==> config.mk <==
export PLATFORM = sky130hd
export DESIGN_NAME = mem_arbiter
export DESIGN_NICKNAME = d
export VERILOG_FILES = /design/src/rtl/mem_arbiter.sv
export SDC_FILE = /design/constraint.sdc
export NUM_CORES = 1
export LEC_CHECK = 0
export ABC_AREA = 1
export BUFFER_PORTS_ARGS = -buffer_cell sky130_fd_sc_hd__buf_2
export CORE_MARGIN = 2
export CORE_UTILIZATION = 40
export CTS_CLUSTER_DIAMETER = 150
export DETAILED_ROUTE_END_ITERATION = 10
export PLACE_DENSITY_LB_ADDON = 0.1
export SLEW_MARGIN = 20
export SYNTH_ARGS = -nofsm -noshare
export SYNTH_HDL_FRONTEND = slang
export SYNTH_SLANG_ARGS = --single-unit
==> constraint.sdc <==
create_clock -name clk -period 2.28 [get_ports clk]
set_clock_uncertainty 0.1 [all_clocks]
set_input_delay 0.456 -clock clk [delete_from_list [all_inputs] [get_ports clk]]
set_output_delay 0.456 -clock clk [all_outputs]
set_load 0.05 [all_outputs]
==> src/rtl/mem_arbiter.sv <==
// Two-requester scheduler for a 1W/1R synchronous memory macro: zero-fills the array
// after reset, then shares the write and read ports and steers read data back to its issuer.
module mem_arbiter #(
  parameter int DATA = 32,
  parameter int ADDR = 10
) (
  input  logic            clk,
  input  logic            rst,

  input  logic            a_req,
  input  logic            a_we,
  input  logic [ADDR-1:0] a_addr,
  input  logic [DATA-1:0] a_wdata,
  output logic            a_gnt,
  output logic            a_rvalid,
  output logic [DATA-1:0] a_rdata,

  input  logic            b_req,
  input  logic            b_we,
  input  logic [ADDR-1:0] b_addr,
  input  logic [DATA-1:0] b_wdata,
  output logic            b_gnt,
  output logic            b_rvalid,
  output logic [DATA-1:0] b_rdata,

  output logic            mem_wr_en,
  output logic [ADDR-1:0] mem_wr_addr,
  output logic [DATA-1:0] mem_wr_data,
  output logic            mem_rd_en,
  output logic [ADDR-1:0] mem_rd_addr,
  input  logic [DATA-1:0] mem_rd_data,

  output logic            init_done
);

  typedef enum logic [0:0] {
    ST_INIT = 1'b0,
    ST_ARB  = 1'b1
  } state_t;

  localparam logic [ADDR-1:0] LAST_ADDR = {ADDR{1'b1}};
  localparam logic [ADDR-1:0] ADDR_ONE  = {{(ADDR-1){1'b0}}, 1'b1};
  localparam logic            ID_A      = 1'b0;
  localparam logic            ID_B      = 1'b1;

  state_t          state_q, state_d;
  logic [ADDR-1:0] cnt_q, cnt_d;
  logic            prio_q, prio_d;     // 0: A wins a tie, 1: B wins a tie
  logic            init_done_q, init_done_d;

  logic            wr_en_q, wr_en_d;
  logic [ADDR-1:0] wr_addr_q, wr_addr_d;
  logic [DATA-1:0] wr_data_q, wr_data_d;
  logic            rd_en_q, rd_en_d;
  logic [ADDR-1:0] rd_addr_q, rd_addr_d;

  // Read return pipeline: stage 1 rides alongside mem_rd_en, stage 2 aligns with mem_rd_data.
  logic            rd_id1_q, rd_id1_d;
  logic            rd_v2_q, rd_v2_d;
  logic            rd_id2_q, rd_id2_d;

  logic            a_rvalid_q, a_rvalid_d;
  logic [DATA-1:0] a_rdata_q, a_rdata_d;
  logic            b_rvalid_q, b_rvalid_d;
  logic [DATA-1:0] b_rdata_q, b_rdata_d;

  logic            a_wc_s, b_wc_s, a_rc_s, b_rc_s;
  logic            a_wg_s, b_wg_s, a_rg_s, b_rg_s;

  always_comb begin
    a_wc_s = a_req & a_we & init_done_q;
    b_wc_s = b_req & b_we & init_done_q;
    a_rc_s = a_req & ~a_we & init_done_q;
    b_rc_s = b_req & ~b_we & init_done_q;

    a_wg_s = a_wc_s & (~b_wc_s | ~prio_q);
    b_wg_s = b_wc_s & (~a_wc_s | prio_q);
    a_rg_s = a_rc_s & (~b_rc_s | ~prio_q);
    b_rg_s = b_rc_s & (~a_rc_s | prio_q);

    a_gnt = a_wg_s | a_rg_s;
    b_gnt = b_wg_s | b_rg_s;

    state_d     = state_q;
    cnt_d       = cnt_q;
    prio_d      = prio_q;
    init_done_d = (state_q == ST_ARB);
    wr_en_d     = 1'b0;
    wr_addr_d   = wr_addr_q;
    wr_data_d   = wr_data_q;
    rd_en_d     = 1'b0;
    rd_addr_d   = rd_addr_q;
    rd_id1_d    = rd_id1_q;
    rd_v2_d     = rd_en_q;
    rd_id2_d    = rd_id1_q;

    case (state_q)
      ST_INIT: begin
        wr_en_d   = 1'b1;
        wr_addr_d = cnt_q;
        wr_data_d = {DATA{1'b0}};
        cnt_d     = cnt_q + ADDR_ONE;
        if (cnt_q == LAST_ADDR) begin
          state_d = ST_ARB;
        end else begin
          state_d = ST_INIT;
        end
      end
      ST_ARB: begin
        if (a_wg_s) begin
          wr_en_d   = 1'b1;
          wr_addr_d = a_addr;
          wr_data_d = a_wdata;
        end else if (b_wg_s) begin
          wr_en_d   = 1'b1;
          wr_addr_d = b_addr;
          wr_data_d = b_wdata;
        end else begin
          wr_en_d   = 1'b0;
        end

        if (a_rg_s) begin
          rd_en_d   = 1'b1;
          rd_addr_d = a_addr;
          rd_id1_d  = ID_A;
        end else if (b_rg_s) begin
          rd_en_d   = 1'b1;
          rd_addr_d = b_addr;
          rd_id1_d  = ID_B;
        end else begin
          rd_en_d   = 1'b0;
        end

        // Priority moves to the loser, and only when a slot was actually contended.
        if ((a_wc_s & b_wc_s) | (a_rc_s & b_rc_s)) begin
          prio_d = ~prio_q;
        end else begin
          prio_d = prio_q;
        end
      end
      default: begin
        state_d = ST_INIT;
        cnt_d   = {ADDR{1'b0}};
      end
    endcase

    a_rvalid_d = rd_v2_q & (rd_id2_q == ID_A);
    b_rvalid_d = rd_v2_q & (rd_id2_q == ID_B);
    if (a_rvalid_d) begin
      a_rdata_d = mem_rd_data;
    end else begin
      a_rdata_d = a_rdata_q;
    end
    if (b_rvalid_d) begin
      b_rdata_d = mem_rd_data;
    end else begin
      b_rdata_d = b_rdata_q;
    end
  end

  // State, port registers and read-return pipeline; reset drops any reads still in flight.
  always_ff @(posedge clk) begin
    if (rst) begin
      state_q     <= ST_INIT;
      cnt_q       <= {ADDR{1'b0}};
      prio_q      <= 1'b0;
      init_done_q <= 1'b0;
      wr_en_q     <= 1'b0;
      wr_addr_q   <= {ADDR{1'b0}};
      wr_data_q   <= {DATA{1'b0}};
      rd_en_q     <= 1'b0;
      rd_addr_q   <= {ADDR{1'b0}};
      rd_id1_q    <= 1'b0;
      rd_v2_q     <= 1'b0;
      rd_id2_q    <= 1'b0;
      a_rvalid_q  <= 1'b0;
      a_rdata_q   <= {DATA{1'b0}};
      b_rvalid_q  <= 1'b0;
      b_rdata_q   <= {DATA{1'b0}};
    end else begin
      state_q     <= state_d;
      cnt_q       <= cnt_d;
      prio_q      <= prio_d;
      init_done_q <= init_done_d;
      wr_en_q     <= wr_en_d;
      wr_addr_q   <= wr_addr_d;
      wr_data_q   <= wr_data_d;
      rd_en_q     <= rd_en_d;
      rd_addr_q   <= rd_addr_d;
      rd_id1_q    <= rd_id1_d;
      rd_v2_q     <= rd_v2_d;
      rd_id2_q    <= rd_id2_d;
      a_rvalid_q  <= a_rvalid_d;
      a_rdata_q   <= a_rdata_d;
      b_rvalid_q  <= b_rvalid_d;
      b_rdata_q   <= b_rdata_d;
    end
  end

  assign mem_wr_en   = wr_en_q;
  assign mem_wr_addr = wr_addr_q;
  assign mem_wr_data = wr_data_q;
  assign mem_rd_en   = rd_en_q;
  assign mem_rd_addr = rd_addr_q;
  assign a_rvalid    = a_rvalid_q;
  assign a_rdata     = a_rdata_q;
  assign b_rvalid    = b_rvalid_q;
  assign b_rdata     = b_rdata_q;
  assign init_done   = init_done_q;

endmodule

==> Word-level counts from Yosys, hierarchy flattened <==
Index checks and enable logic that the tools add are counted.
{ "word_totals": {"reg_bits": 136, "latch_bits": 0, "mem_bits_rw": 0, "rom_bits": 0, "wordCells": 72, "n_memories": 0} }
{ "classes": {"add_sub_neg": 1, "multipliers": 0, "div_mod_pow": 0, "magnitude_cmp": 0, "n_eq_ne": 2, "shifts": 0, "muxes": 17, "n_bitwise": 32, "n_reduce_logical": 4} }
{ "ops": {"columns": ["op", "count"], "rows": [
  ["32-bit 2-to-1 mux", 2],
  ["32-bit case mux with 2 select lines", 1],
  ["10-bit 2-to-1 mux", 4],
  ["10-bit case mux with 2 select lines", 1],
  ["1-bit AND", 16],
  ["10-bit by 1-bit adder with 10-bit output, second input constant", 1],
  ["10-bit equality test, second input constant", 1],
  ["1-bit NOT", 9],
  ["1-bit 2-to-1 mux", 8],
  ["1-bit bitwise OR", 7],
  ["2-bit AND reduction", 2],
  ["3-bit by 1-bit != test with 1-bit output, second input constant", 1],
  ["1-bit case mux with 2 select lines", 1],
  ["2-bit nonzero test", 1],
  ["2-bit OR reduction", 1]
]} }

==> Longest topological paths before layout <==
{ "logic_depth": {"depth_word": 8, "depth_mapped": 10, "depth_no_buf": 8} }

==> Worst setup path before layout <==
Ideal clock, no wire load.
{ "synth_path": {"kind": "register to output", "startpoint": "register init_done_q (netlist: init_done)", "endpoint": "output port a_gnt", "arrival_time_ns": 1.700, "required_time_ns": 1.724, "setup_slack_ns": 0.024, "stages_incl_launch_ff": 8, "n_path_buf": 2, "path_cell_list": "dfxtp_1 > buf_4 > nand2_1 > nor2_1 > nand2_1 > nand2_1 > buf_2 > nand3_1"} }
{ "synth_via": {"elab_chain_cells": 5, "elab_cells_between_ends": 11, "cone_classes": "bitwise: 11"} }
{ "synth_lines": {"columns": ["item", "line", "text"], "rows": [
  ["from (decl)", "49", "logic init_done_q, init_done_d;"],
  ["from (signal assigned)", "184", "init_done_q <= init_done_d;"],
  ["1-bit AND, on equally long branches", "72, 74", null],
  ["1-bit NOT, on equally long branches", "76, 78", null],
  ["1-bit bitwise OR, on equally long branches", "76, 78", null],
  ["1-bit AND, on equally long branches", "76, 78", null],
  ["1-bit bitwise OR (*)", "81", "a_gnt = a_wg_s | a_rg_s;"],
  ["to (decl)", "14", "output logic a_gnt,"]
]} }
Every way passes the cells marked *; elsewhere a longest branch is shown, timed or not.

==> Worst setup path after layout <==
{ "layout_path": {"startpoint": "register init_done_q (netlist: init_done)", "endpoint": "output port b_gnt"} }
{ "layout_via": {"elab_chain_cells": 5, "elab_cells_between_ends": 11, "cone_classes": "bitwise: 11"} }
{ "layout_lines": {"columns": ["item", "line", "text"], "rows": [
  ["1-bit AND, on equally long branches", "71, 73", null],
  ["1-bit NOT, on equally long branches", "77, 79", null],
  ["1-bit bitwise OR, on equally long branches", "77, 79", null],
  ["1-bit AND, on equally long branches", "77, 79", null],
  ["1-bit bitwise OR (*)", "82", "b_gnt = b_wg_s | b_rg_s;"],
  ["to (decl)", "22", "output logic b_gnt,"]
]} }
Marked as above.

==> metrics <==
number of distinct library cells after synthesis 21; largest area contributor in the netlist dfxtp_1; most common cell after layout, fill and taps aside buf_2; chip height ~130 um; final worst setup slack between 0.15 and 0.2 ns; final hold vios 0; Crit. End Element output pin; Max-Cap Viols 0; most frequent cells in the layout buf_2, nand3_1, nor2_1, inv_1, dfxtp_1; Mean Syn Cell Area between 6 and 7 um^2; status completed; worst hold path type in -> reg; Starting Density 41.14%; Via density 4.849; syn_nets slightly above 1000; power consumption 5.408 mW; Sink Count about 140; clock latency on the worst-skew pair about 0.4 ns; hpwl dp between 10000 and 15000 um; vias post-DR 6371; die extent in x 126.7 um; P per Cell Area 675.6 nW/um^2; CP Launch Type register; 1st-iter DRT viols 345; share of post-route cells with drive strength above 1 26.93%; largest net degree at the start of global routing between 50 and 60; critical path type reg -> out; Die ar. between 15000 and 20000 um^2; Leak Pwr slightly above 4 nW; Final Critical Period 2.106 ns; TNS Setup 0 ns; Area Growth Syn to Fin 32.88%; IO buf count between 200 and 250; IO Pins between 200 and 250; H-Tree Depth 4; CTS tree done; WL/cell 13.73 um; clk root buf clkbuf_16; hold_ws between 0.15 and 0.2 ns; WL final 18040 um; share of the synthesized area in the top cell type around 45%; first-pass GRT wire length 28920 um; Relative slew margins between 50% and 60%; Gate Count Post-Synth between 800 and 900; slew of the pin with the lowest slew margin 0.6382 ns; Layout Utilization between 50% and 60%; DRC 0; Fmax achieved between 400 and 500 MHz; IR drop worst, VDD around 0.5 mV; maximum buffer depth of the clock tree 2; Placer Congestion around 0.78; top post-synthesis cells by area dfxtp_1, nand3_1, nor2_1; CP max FO 9; Finish-stage setup viols 0; crit path DAT ~1.6 ns; post-place setup slack 0.3597 ns; core area 14640 um^2; Max Slew Vio Count 0; synth warn 0; DRT Pass-1 Iters 5; RSZ-0062 raised after global routing false; # rows 44; gr usage total between 20 and 25%; gr ovfl total 0; clock transition at the registers of the reported paths roughly 0.06 ns; # nets final between 1000 and 1500; register-to-register setup slack 0.54 ns; Post-Syn Area ~6000 um^2; sequential share of the synthesized area a little under half; Worst EP required 1.72 ns; flip-flop and latch count after synthesis roughly 140; initial antenna violation count 1; number of global-route vias before repair around 6000; Tcrit/Tclk final around 92%; Num CTS Buffers 17; antenna viol nets, final 0
## critical path: stages, from the launching register on
cell and delay (ns):
dfxtp_2 0.42, nand3_1 0.18, o21ai_0 0.23, nand2_1 0.09
buf_2 0.22
## cell type report
cell class,instances,area (um^2)
inverter,140,525.5
clock buffer,17,425.4
clock inverter,14,162.7
antenna,1,2.502
tap,184,230.2
multi-input combinational,557,2529
timing repair buffer,265,1406
sequential,136,2724
fill,1546,6639
## routing by layer
| layer | vias to the layer above | track usage [%] | part of all wire [%] |
|---|---|---|---|
| li1 | 3284 | - | - |
| met1 | 2860 | 28.68 | 46 |
| met2 | 207 | 36.98 | 46 |
| met3 | 20 | 4.639 | 6.0 |
| met4 | 0 | 8.339 | 1.6 |
| met5 | - | 0 | 0 |
## state kept, by name (all words and copies together), names as in the netlist, 10 cells and up
register,flops
a_rdata,32
mem_wr_addr,10
cnt_q,10
mem_rd_addr,10
mem_wr_data,32
b_rdata,32
## cell families after synthesis
logic type	count (synthesis)	synth area share, %
and+or+nand+nor	407	29.14
buffers and inverters	199	12.96
AOI/OAI and AO/OA	149	12.50
DFF	136	45.19
adders and majority gates	1	0.2077
## power by group
part	internal [mW]	switching, mW	leakage [nW]
Clock	1.63	1.10	0.282
Combinational	0.126	0.156	2.78
Sequential	2.38	0.00756	1.10
## Yosys cell counts
cell	number
nor2_1	149
a21oi_1	55
and3_1	1
nor3_1	4
a21oi_2	1
clkinv_1	1
nand2_1	91
clkbuf_1	34
buf_4	1
nand4_1	3
nor2_4	1
dfxtp_1	136
ha_1	1
inv_1	139
nand3_1	155
o21ai_0	91
nand3_2	1
buf_2	24
a31oi_1	1
o21bai_1	1
nand2_2	2
## path summary, 6_finish.rpt
| path | start | endpoint | cells past startpoint |
|---|---|---|---|
| worst min register to register | mem_rd_en$_SDFF_PP0_ | rd_v2_q$_SDFF_PP0_ | 2 |
| worst max register to register | init_done_d$_SDFF_PP0_ | mem_wr_data[0]$_SDFFE_PP0P_ | 6 |
| worst max-delay path | init_done$_SDFF_PP0_ | b_gnt | 4 |
| worst min-delay path | mem_rd_data[26] | a_rdata[26]$_SDFFE_PP0P_ | 3 |
## what timing repair did
| action | 4_1_cts | 5_1_grt |
|---|---|---|
| resized for setup | 1 | 2 |
| buffers inserted | 0 | 0 |
| endpoints found under the setup margin | 1 | 1 |
| cloned | 0 | 0 |
| hold buffers | 0 | 0 |
## stage by stage
stage / cells / area, um^2
finish: 1314 / 8005
CTS: 1313 / 7995
global route: 1314 / 8005
floorplan: 892 / 6025
detailed placement: 1282 / 7406
global placement: 1282 / 7406
Power figures use the tool's default switching activity.
